`config.mk`:
```
export PLATFORM = sky130hd
export DESIGN_NAME = sram_controller
export DESIGN_NICKNAME = d
export VERILOG_FILES = /design/src/rtl/sram_pkg.sv /design/src/rtl/sram_controller.sv
export SDC_FILE = /design/constraint.sdc
export NUM_CORES = 1
export LEC_CHECK = 0
export BUFFER_PORTS_ARGS = -buffer_cell sky130_fd_sc_hd__buf_2
export CORE_MARGIN = 3
export CORE_UTILIZATION = 40
export CTS_BUF_LIST = sky130_fd_sc_hd__clkbuf_4 sky130_fd_sc_hd__clkbuf_8
export DETAILED_ROUTE_END_ITERATION = 8
export GPL_ROUTABILITY_DRIVEN = 0
export PLACE_DENSITY = 0.75
export SLEW_MARGIN = 20
export SYNTH_ARGS = -nofsm -noshare
export SYNTH_HDL_FRONTEND = slang
export SYNTH_SLANG_ARGS = --single-unit
```
`constraint.sdc`:
```
create_clock -name clk -period 2.3 [get_ports clk]
set_clock_uncertainty 0.2 [all_clocks]
set_input_delay 0.46 -clock clk [delete_from_list [all_inputs] [get_ports clk]]
set_output_delay 0.46 -clock clk [all_outputs]
set_load 0.005 [all_outputs]
```
`src/rtl/sram_pkg.sv`:
```
// rtl/sram_pkg.sv - Shared SRAM widths, frame size and controller state encoding
package sram_pkg;

    localparam int SRAM_ADDR_W = 18;
    localparam int SRAM_DATA_W = 16;
    localparam int FRAME_WORDS = 38400;

    typedef enum logic [2:0] {
        ST_IDLE      = 3'd0,
        ST_RD_ACCESS = 3'd1,
        ST_WR_SETUP  = 3'd2,
        ST_WR_PULSE  = 3'd3,
        ST_WR_HOLD   = 3'd4
    } sram_state_t;

    // Width needed to hold a down-counter loaded with (cycles - 1).
    function automatic int cycle_cnt_width(input int read_cycles, input int write_cycles);
        int max_cycles;
        max_cycles = (read_cycles > write_cycles) ? read_cycles : write_cycles;
        return (max_cycles > 1) ? $clog2(max_cycles) : 1;
    endfunction

endpackage

```
`src/rtl/sram_controller.sv`:
```
// rtl/sram_controller.sv - Single-word read/write sequencer for a 256Kx16 asynchronous SRAM
module sram_controller
    import sram_pkg::*;
#(
    parameter int READ_CYCLES  = 2,
    parameter int WRITE_CYCLES = 2
) (
    input  logic                   clk,
    input  logic                   reset,
    input  logic [SRAM_ADDR_W-1:0] address,
    input  logic [SRAM_DATA_W-1:0] data_write,
    input  logic                   read,
    input  logic                   write,
    output logic                   ready,
    output logic [SRAM_DATA_W-1:0] data_read,
    output logic [SRAM_ADDR_W-1:0] sram_address,
    output logic [SRAM_DATA_W-1:0] sram_data_out,
    output logic                   sram_data_oe,
    input  logic [SRAM_DATA_W-1:0] sram_data_in,
    output logic                   sram_ce_n,
    output logic                   sram_oe_n,
    output logic                   sram_we_n,
    output logic                   sram_lb_n,
    output logic                   sram_ub_n
);

    localparam int               CNT_W   = cycle_cnt_width(READ_CYCLES, WRITE_CYCLES);
    localparam logic [CNT_W-1:0] RD_LOAD = CNT_W'(READ_CYCLES - 1);
    localparam logic [CNT_W-1:0] WR_LOAD = CNT_W'(WRITE_CYCLES - 1);

    sram_state_t            r_state;
    logic [CNT_W-1:0]       r_cnt;
    logic                   r_ready;
    logic [SRAM_DATA_W-1:0] r_data_read;
    logic [SRAM_ADDR_W-1:0] r_addr;
    logic [SRAM_DATA_W-1:0] r_dout;
    logic                   r_doe;
    logic                   r_ce_n;
    logic                   r_oe_n;
    logic                   r_we_n;

    always_ff @(posedge clk) begin
        if (reset) begin
            r_state     <= ST_IDLE;
            r_cnt       <= '0;
            r_ready     <= 1'b0;
            r_data_read <= '0;
            r_addr      <= '0;
            r_dout      <= '0;
            r_doe       <= 1'b0;
            r_ce_n      <= 1'b1;
            r_oe_n      <= 1'b1;
            r_we_n      <= 1'b1;
        end else begin
            case (r_state)
                ST_IDLE: begin
                    r_ready <= 1'b1;
                    r_ce_n  <= 1'b1;
                    r_oe_n  <= 1'b1;
                    r_we_n  <= 1'b1;
                    r_doe   <= 1'b0;
                    // Write wins over a simultaneous read; the read is dropped.
                    if (r_ready && write) begin
                        r_addr  <= address;
                        r_dout  <= data_write;
                        r_ce_n  <= 1'b0;
                        r_doe   <= 1'b1;
                        r_ready <= 1'b0;
                        r_state <= ST_WR_SETUP;
                    end else if (r_ready && read) begin
                        r_addr  <= address;
                        r_ce_n  <= 1'b0;
                        r_oe_n  <= 1'b0;
                        r_ready <= 1'b0;
                        r_cnt   <= RD_LOAD;
                        r_state <= ST_RD_ACCESS;
                    end
                end
                ST_RD_ACCESS: begin
                    if (r_cnt == '0) begin
                        r_data_read <= sram_data_in;
                        r_ce_n      <= 1'b1;
                        r_oe_n      <= 1'b1;
                        r_ready     <= 1'b1;
                        r_state     <= ST_IDLE;
                    end else begin
                        r_cnt <= r_cnt - 1'b1;
                    end
                end
                ST_WR_SETUP: begin
                    r_we_n  <= 1'b0;
                    r_cnt   <= WR_LOAD;
                    r_state <= ST_WR_PULSE;
                end
                ST_WR_PULSE: begin
                    if (r_cnt == '0) begin
                        r_we_n  <= 1'b1;
                        r_state <= ST_WR_HOLD;
                    end else begin
                        r_cnt <= r_cnt - 1'b1;
                    end
                end
                ST_WR_HOLD: begin
                    // Data stays driven one clock past the WE rising edge.
                    r_doe   <= 1'b0;
                    r_ce_n  <= 1'b1;
                    r_ready <= 1'b1;
                    r_state <= ST_IDLE;
                end
                default: begin
                    r_state <= ST_IDLE;
                    r_ce_n  <= 1'b1;
                    r_oe_n  <= 1'b1;
                    r_we_n  <= 1'b1;
                    r_doe   <= 1'b0;
                    r_ready <= 1'b0;
                end
            endcase
        end
    end

    assign ready         = r_ready;
    assign data_read     = r_data_read;
    assign sram_address  = r_addr;
    assign sram_data_out = r_dout;
    assign sram_data_oe  = r_doe;
    assign sram_ce_n     = r_ce_n;
    assign sram_oe_n     = r_oe_n;
    assign sram_we_n     = r_we_n;
    assign sram_lb_n     = 1'b0;
    assign sram_ub_n     = 1'b0;

endmodule

```
## Yosys cells after proc, flatten, opt, wreduce, memory -nomap -nowiden

Index checks and enable logic that the tools add are counted.

| word-level totals | value |
|---|---|
| output and inout bits | 57 |
| word-level logic and storage cells | 63 |
| bits in registers | 59 |

| cells by class | value |
|---|---|
| equal/unequal tests | 9 |
| mux-type cells | 21 |
| bitwise operators | 4 |
| reductions and logical operators | 18 |
| add/subtract/negate cells | 1 |

Operator list:

| cell | number |
|---|---|
| two-way mux 18 bit | 2 |
| two-way mux 3 bit | 4 |
| one-hot mux 1 bit (3 select lines) | 4 |
| one-hot mux 3 bit (4 select lines) | 1 |
| AND reduction 2 bit | 6 |
| two-way mux 1 bit | 8 |
| inequality test 2 bit, second input constant | 4 |
| equality test 3 x 2 -> 1 bit, second input constant | 2 |
| AND reduction 3 bit | 2 |
| OR reduction 2 bit | 3 |
| OR reduction 3 bit | 2 |
| inverter 1 bit | 4 |
| one-hot mux 1 bit (4 select lines) | 1 |
| equality test 3 x 1 -> 1 bit, second input constant | 1 |
| equality test 3 bit, second input constant | 1 |
| logical NOT 3 bit | 1 |
| inequality test 3 bit, second input constant | 1 |
| nonzero test 3 bit | 1 |
| logical AND 1 bit | 2 |
| one-hot mux 1 bit (2 select lines) | 1 |
| nonzero test 2 bit | 1 |
| subtractor 1 bit, second input constant | 1 |

## Depth between registers and ports, before layout

Gate-level depths: netlist of the first run.

| logic depth | value |
|---|---|
| depth in word-level cells | 4 |
| gate-level depth with buffers | 7 |
| gate-level depth less buffers | 3 |

## Worst setup path after synthesis of the first run

No wires, ideal clock.

| path | value |
|---|---|
| path type | register to register |
| start | reg r_state[1] |
| end | reg r_addr[10] (netlist: sram_address[10]) |
| slack | 586 ps |
| buffers on the path | 4 |
| library setup time | 72 ps |
| cell stages (with the launch flop) | 8 |
| clock period less this slack | 1714 ps |
| arrival | 1442 ps |
| cell sequence | dfxtp_1 buf_6 nor4b_4 buf_6 and2b_2 buf_12 buf_12 mux2i_1 |

| on the way | value |
|---|---|
| longest elaborated chain between the ends | 2 |

Ends and longest elaborated chain:

| what | line | text |
|---|---|---|
| start: declaration | sram_controller.sv:31 | `sram_state_t r_state;` |
| start signal: assignment | sram_controller.sv:44 | `r_state <= ST_IDLE;` |
| start signal: assignment | sram_controller.sv:69 | `r_state <= ST_WR_SETUP;` |
| start signal: assignment | sram_controller.sv:76 | `r_state <= ST_RD_ACCESS;` |
| logical NOT 3 bit | sram_controller.sv:55 | `case (r_state)` |
| AND reduction 2 bit (no line) | n/a |  |
| end signal: assignment | sram_controller.sv:64 | `r_addr <= address;` |
| end signal: assignment | sram_controller.sv:71 | `r_addr <= address;` |
| end: declaration | sram_controller.sv:35 | `logic [SRAM_ADDR_W-1:0] r_addr;` |

Every way passes these cells.
A chain may end at the register's enable or synchronous reset.

## Final worst setup path of the first run

| path | value |
|---|---|
| start | reg r_state[2] |
| end | reg r_data_read[7] (netlist: data_read[7]) |

| on the way | value |
|---|---|
| longest elaborated chain between the ends | 2 |

Ends and longest elaborated chain:

| what | line | text |
|---|---|---|
| equality test 3 x 1 -> 1 bit | sram_controller.sv:55 |  |
| AND reduction 2 bit (no line) | n/a |  |
| end signal: assignment | sram_controller.sv:81 | `r_data_read <= sram_data_in;` |
| end: declaration | sram_controller.sv:34 | `logic [SRAM_DATA_W-1:0] r_data_read;` |

Every way passes these cells.

==> results of run 1 <==
[metrics by stage]
| stage | util [%] | area, um^2 | setup slack [ns] | power (W) | hold WS (ns) |
|---|---|---|---|---|---|
| 6_report | 54.3 | 3290 | 0.306 | 0.00228 | 0.171 |
| 5_1_grt | 54.3 | 3290 | 0.216 | 0.00240 | 0.164 |
| 4_1_cts | 54.3 | 3290 | 0.304 | 0.00232 | 0.149 |
| 3_5_place_dp | 51.5 | 3120 | 0.315 | 0.00150 | 0.248 |
| 3_3_place_gp | 51.5 | 3120 | 0.367 | 0.00149 | 0.240 |
| 2_1_floorplan | - | 2560 | 0.586 | 0.00136 | 0.253 |
[logic make-up after synthesis]
| kind of cell | after synthesis |
|---|---|
| and+or+nand+nor | 125 |
| other | 1 |
| AOI/OAI and AO/OA | 46 |
| muxes | 18 |
| buffers and inverters | 27 |
| DFF | 59 |
[layer usage]
metal  up-vias  wire [um]  GRT usage (%)  share of wire [%]
met4         0         77           6.47                1.3
met5         -          0              0                  0
met3         9        513           3.75                8.6
met1      1026       2600           20.1                 44
met2        91       2740           26.0                 46
li1       1137          -              -                  -
[critical path, cell delays in order, from the launching register on]
cell	delay [ns]
dfxtp_1	0.40
buf_4	0.20
or4b_2	0.85
nand2_1	0.15
a21oi_1	0.08
[cells in the final DEF, fill, tap and decap left out, types with 2 or more instances in the layout]
cell type / count
mux2i_1: 18
a21oi_1: 20
buf_4: 9
o21ai_0: 18
clkinv_2: 3
nand2_1: 35
inv_1: 2
clkbuf_4: 2
nand2b_1: 54
nor2_1: 5
nor3_1: 2
or2_2: 2
a21o_1: 2
nor4b_4: 2
nand4b_1: 16
clkbuf_8: 10
conb_1: 2
buf_2: 108
dfxtp_1: 59
[how the worst max path moves through the flow]
| stage | startpoint | end | slack (ns) | cells past startpoint |
|---|---|---|---|---|
| 4_1_cts | r_state[2] | data_read[7] | 0.30 | 4 |
| 5_1_grt | r_state[1] | sram_data_out[12] | 0.22 | 5 |
| 2_1_floorplan | r_state[1] | sram_address[10] | 0.59 | 7 |
| 3_3_place_gp | r_state[2] | data_read[5] | 0.37 | 4 |
| 6_report | r_state[2] | data_read[7] | 0.31 | 4 |
| 3_5_place_dp | r_state[2] | data_read[7] | 0.31 | 4 |
[power groups by stage]
stage	Clock [W]	Combinational [W]	Sequential, W
floorplan	0	0.000213	0.00115
global placement	0	0.000338	0.00115
detailed placement	0	0.000347	0.00115
CTS	0.000841	0.000349	0.00113
global route	0.000883	0.000382	0.00114
finish	0.000812	0.000343	0.00113
[area by class of cell]
class,instances,area (um^2)
repair buffers,118,628
clock inverters,3,15.0
inverters,2,7.51
multi-input cells,191,1210
well taps,75,93.8
fillers,570,2770
clock buffers,12,153
flip-flops and latches,59,1180
[state kept, by name, summed over array words and instances (netlist names)]
| signal | count |
|---|---|
| r_cnt | 1 |
| data_read | 16 |
| sram_data_out | 16 |
| sram_data_oe | 1 |
| sram_we_n | 1 |
| sram_address | 18 |
| sram_ce_n | 1 |
| sram_oe_n | 1 |
| ready | 1 |
| r_state | 3 |
==> flow_metrics.env, run 1 <==
export IMPL_drc=0
export IMPL_p_int_w=0.00170
export IMPL_hold_buffers=0
export IMPL_seq_power_share_pct=49.5
export IMPL_synth_edf_count=0
export IMPL_holdCritStartpoint="sram_data_in[14]"
export IMPL_status="finished, final reports clean"
export IMPL_clock_sinks=59
export IMPL_synth_fa_ha_area_share_pct=0
export IMPL_cts_resized=0
export IMPL_placedCellCount=445
export IMPL_netlist_area_mm2=0.00256
export IMPL_drive_above_1_share_pct=36.1
export IMPL_die_y_um=86
export IMPL_hold_depth=3
export IMPL_ys_top_cells_by_count="dfxtp_1 (59), nand2b_1 (54), nand2_1 (35), a21oi_1 (20)"
export IMPL_rows=28
export IMPL_peakVddDrop_v=0.000355
export IMPL_reg2regPathDepth=4
export IMPL_final_max_slew_viol_count=0
export IMPL_gr_total_overflow=0
export IMPL_yosys_area_top_type="dfxtp_1"
export IMPL_area_delta_synth_final_pct=28.5
export IMPL_synth_xor_area_share_pct=0
export IMPL_path_clk_slew_ns=0.06
export IMPL_clk_path_buf_depth=2
export IMPL_port_buffers=108
export IMPL_finalSetupViolCount=0
export IMPL_numCtsBuffers=9
export IMPL_clock_root_buffer="clkbuf_8"
export IMPL_p_switching_w=0.000585
export IMPL_clk_latency_ns=0.32
export IMPL_die_w_um=86
export IMPL_synth_warnings=0
export IMPL_dieArea_mm2=0.00740
export IMPL_diodes=0
export IMPL_worstReg2RegEnd="data_read[7]"
export IMPL_grt_usage_pct=15.9
export IMPL_maxCapViolCount=0
export IMPL_fin_crit_sh_pct=86.7
export IMPL_power_share_switching_pct=25.6
export IMPL_synthSimpleGateAreaFrac_pct=30.0
export IMPL_async_flop_share_pct=0
export IMPL_max_freq_ghz=0.502
export IMPL_worstPathMaxFanout=16
export IMPL_synthFlopType="dfxtp_1"
export IMPL_antenna_found_initial=0
export IMPL_startpoint_type="flop"
export IMPL_synth_cell_types=35
export IMPL_initial_utilization_pct=42.2
export IMPL_yosysMostFrequentCell="dfxtp_1"
export IMPL_ant_nets=0
export IMPL_synth_top_family_by_area="simple AND/OR/NAND/NOR gates"
export IMPL_netlist_area_leader_share_pct=46.1
export IMPL_hold_path_endpoint="data_read[14]"
export IMPL_grt_pass1_wl_mm=9.50
export IMPL_hp_class="primary input to flop"
export IMPL_tns_ns=0
export IMPL_p_clk_share_pct=35.5
export IMPL_power_density_mw_per_mm2=694
export IMPL_r2r_slack_ns=0.31
export IMPL_drt_initial_drc_count=48
export IMPL_p_leak_nw=1.46
export IMPL_avgViaCountPerCell=4.92
export IMPL_firstDrtPassIters=4
export IMPL_cts_tree="yes"
export IMPL_grt_start_max_net_pins=39
export IMPL_fin_crit_ns=1.99
export IMPL_ys_seq_area_share_pct=46.1
export IMPL_via_count=2263
export IMPL_synth_compound_area_share_pct=9.97
export IMPL_synth_area_leaders="dfxtp_1 (46%), nand2b_1 (13%), mux2i_1 (7.0%)"
export IMPL_fin_cells=460
export IMPL_drt_wl_total_mm=5.93
export IMPL_syn_area_per_cell_um2=9.28
export IMPL_syn_inst=276
export IMPL_core_area_mm2=0.00606
export IMPL_nNetsFinal=435
export IMPL_ioPinCount=111
export IMPL_final_hold_viol_count=0
export IMPL_synth_seq_cells=59
export IMPL_muxShareOfSynthArea_pct=7.04
export IMPL_htreeDepth=3
export IMPL_r2r_start="r_state[2]"
export IMPL_wire_per_inst_um=12.9
export IMPL_arrival_ns=2.00
export IMPL_cts_setup_buffers=0
export IMPL_crit_required_ns=2.31
export IMPL_p_comb_share_pct=15.0
export IMPL_critPathCaptureType="flop"
export IMPL_grt_pass1_vias=2150
export IMPL_rsz0062_at_grt="no"
export IMPL_hpwl_mm=4.27
export IMPL_critPathKind="flop to flop"
Power figures use the tool's default switching activity.
==> run 2: changes to the inputs <==
--- a/config.mk
+++ b/config.mk
@@ -11,6 +11,7 @@
 export CTS_BUF_LIST = sky130_fd_sc_hd__clkbuf_4 sky130_fd_sc_hd__clkbuf_8
 export DETAILED_ROUTE_END_ITERATION = 8
 export GPL_ROUTABILITY_DRIVEN = 0
+export GPL_TIMING_DRIVEN = 0
 export PLACE_DENSITY = 0.75
 export SLEW_MARGIN = 20
 export SYNTH_ARGS = -nofsm -noshare
==> run 2 against run 1 <==
- register-to-register slack gained 0.10 ns
- sequential power is essentially flat
- die area is the same
- critical path type unchanged
==> flow_metrics.env, run 2 (synthesized netlist as in run 1, its figures left out) <==
export IMPL_worstPathMaxFanout=10
export IMPL_drt_wl_total_mm=6.20
export IMPL_initial_utilization_pct=42.2
export IMPL_finalSetupViolCount=0
export IMPL_power_density_mw_per_mm2=731
export IMPL_ant_nets=0
export IMPL_peakVddDrop_v=0.000408
export IMPL_status="finished, final reports clean"
export IMPL_worstReg2RegEnd="sram_address[8]"
export IMPL_clk_path_buf_depth=2
export IMPL_die_w_um=86
export IMPL_final_common_cell="buf_2"
export IMPL_final_max_slew_viol_count=0
export IMPL_largest_reg_flops=18
export IMPL_arrival_ns=1.94
export IMPL_wire_per_inst_um=13.1
export IMPL_grt_pass1_vias=2249
export IMPL_die_y_um=86
export IMPL_firstDrtPassIters=4
export IMPL_nNetsFinal=449
export IMPL_drc=0
export IMPL_via_count=2324
export IMPL_p_switching_w=0.000588
export IMPL_grt_usage_pct=16.9
export IMPL_fin_crit_sh_pct=82.3
export IMPL_cts_tree="yes"
export IMPL_fin_crit_ns=1.89
export IMPL_max_freq_ghz=0.528
export IMPL_grt_start_max_net_pins=11
export IMPL_finish_utilization_pct=56.3
export IMPL_clock_root_buffer="clkbuf_8"
export IMPL_p_int_w=0.00191
export IMPL_crit_required_ns=2.34
export IMPL_gr_total_overflow=0
export IMPL_relSlewSlack_pct=64.4
export IMPL_p_comb_share_pct=14.8
export IMPL_drt_initial_drc_count=122
export IMPL_cts_setup_buffers=0
export IMPL_clk_latency_ns=0.31
export IMPL_final_cell_mix="buf_2 (111), dfxtp_1 (59), nand2b_1 (54), nand2_1 (35), a21oi_1 (20)"
export IMPL_seq_power_share_pct=45.1
export IMPL_path_clk_slew_ns=0.06
export IMPL_hpwl_mm=4.51
export IMPL_final_hold_viol_count=0
export IMPL_reg2regPathDepth=7
export IMPL_avgViaCountPerCell=4.89
export IMPL_maxCapViolCount=0
export IMPL_startpoint_type="flop"
export IMPL_cts_resized=0
export IMPL_antenna_found_initial=0
export IMPL_clock_sinks=59
export IMPL_tightest_slew_ns=0.534
export IMPL_area_delta_synth_final_pct=33.2
export IMPL_hold_path_endpoint="data_read[10]"
export IMPL_ioPinCount=111
export IMPL_r2r_slack_ns=0.41
export IMPL_core_area_mm2=0.00606
export IMPL_dieArea_mm2=0.00740
export IMPL_rsz0062_at_grt="no"
export IMPL_rows=28
export IMPL_hold_buffers=0
export IMPL_diodes=0
export IMPL_critPathKind="flop to flop"
export IMPL_tns_ns=0
export IMPL_r2r_start="r_state[1]"
export IMPL_p_clk_share_pct=40.2
export IMPL_drive_above_1_share_pct=35.5
export IMPL_holdCritStartpoint="sram_data_in[10]"
export IMPL_htreeDepth=3
export IMPL_p_leak_nw=1.51
export IMPL_critPathCaptureType="flop"
export IMPL_grt_pass1_wl_mm=10.1
export IMPL_hp_class="primary input to flop"
export IMPL_hold_depth=3
export IMPL_numCtsBuffers=9
export IMPL_port_buffers=107
export IMPL_power_share_switching_pct=23.6
-- run 2: cell types whose count changed in the layout (fill, tap and decap cells not counted), sizes merged --
| cell | change |
|---|---|
| clkbuf | +17 |
| bufinv | +1 |
| clkinv | -3 |
-- run 2: worst max-delay path, cell delays in order (launching register included) --
cell     delay (ns)
dfxtp_1        0.32
buf_6          0.14
nor4b_4        0.32
buf_6          0.18
and2b_2        0.18
buf_12         0.15
buf_12         0.14
mux2i_1        0.18
-- run 2: cell type report --
class / instances / area [um^2]
clock inverter: 1 / 30.0
multi-input combinational: 191 / 1210
buffer: 25 / 164
inverter: 2 / 7.51
timing repair buffer: 107 / 536
fill: 558 / 2650
clock buffer: 15 / 188
tap: 75 / 93.8
sequential: 59 / 1180
-- run 2: power groups by stage --
| stage | registers [W] | clock network, W | logic, W |
|---|---|---|---|
| 3_3_place_gp | 0.00114 | 0 | 0.000363 |
| 6_report | 0.00112 | 0.00100 | 0.000368 |
| 5_1_grt | 0.00113 | 0.00107 | 0.000411 |
| 4_1_cts | 0.00112 | 0.00103 | 0.000371 |
| 3_5_place_dp | 0.00115 | 0 | 0.000370 |
| 2_1_floorplan | 0.00115 | 0 | 0.000213 |
-- run 2: routing by layer --
metal  global-route usage (%)  vias to the layer above  share of wire (%)
met5                        0                        -                  0
met4                     6.91                        0               0.92
met3                     4.71                        5                8.5
met2                     26.6                       84                 44
met1                     21.7                     1065                 47
li1                         -                     1170                  -
-- run 2: worst max path at each step --
stage | startpoint | end | cells past startpoint
global route | r_state[0] | data_read[7] | 5
CTS | r_state[1] | sram_address[8] | 7
detailed placement | reset | sram_ce_n | 4
finish | r_state[1] | sram_address[8] | 7
floorplan | r_state[1] | sram_address[10] | 7
global placement | reset | sram_ce_n | 4
-- run 2: through the flow --
stage	instances	setup WS (ns)	cell area (um^2)	hold slack [ns]	power, W
CTS	475	0.383	3410	0.159	0.00253
finish	475	0.407	3410	0.178	0.00249
detailed placement	459	0.233	3190	0.248	0.00152
global placement	459	0.273	3190	0.239	0.00151
floorplan	277	0.586	2560	0.253	0.00136
global route	475	0.280	3410	0.172	0.00261
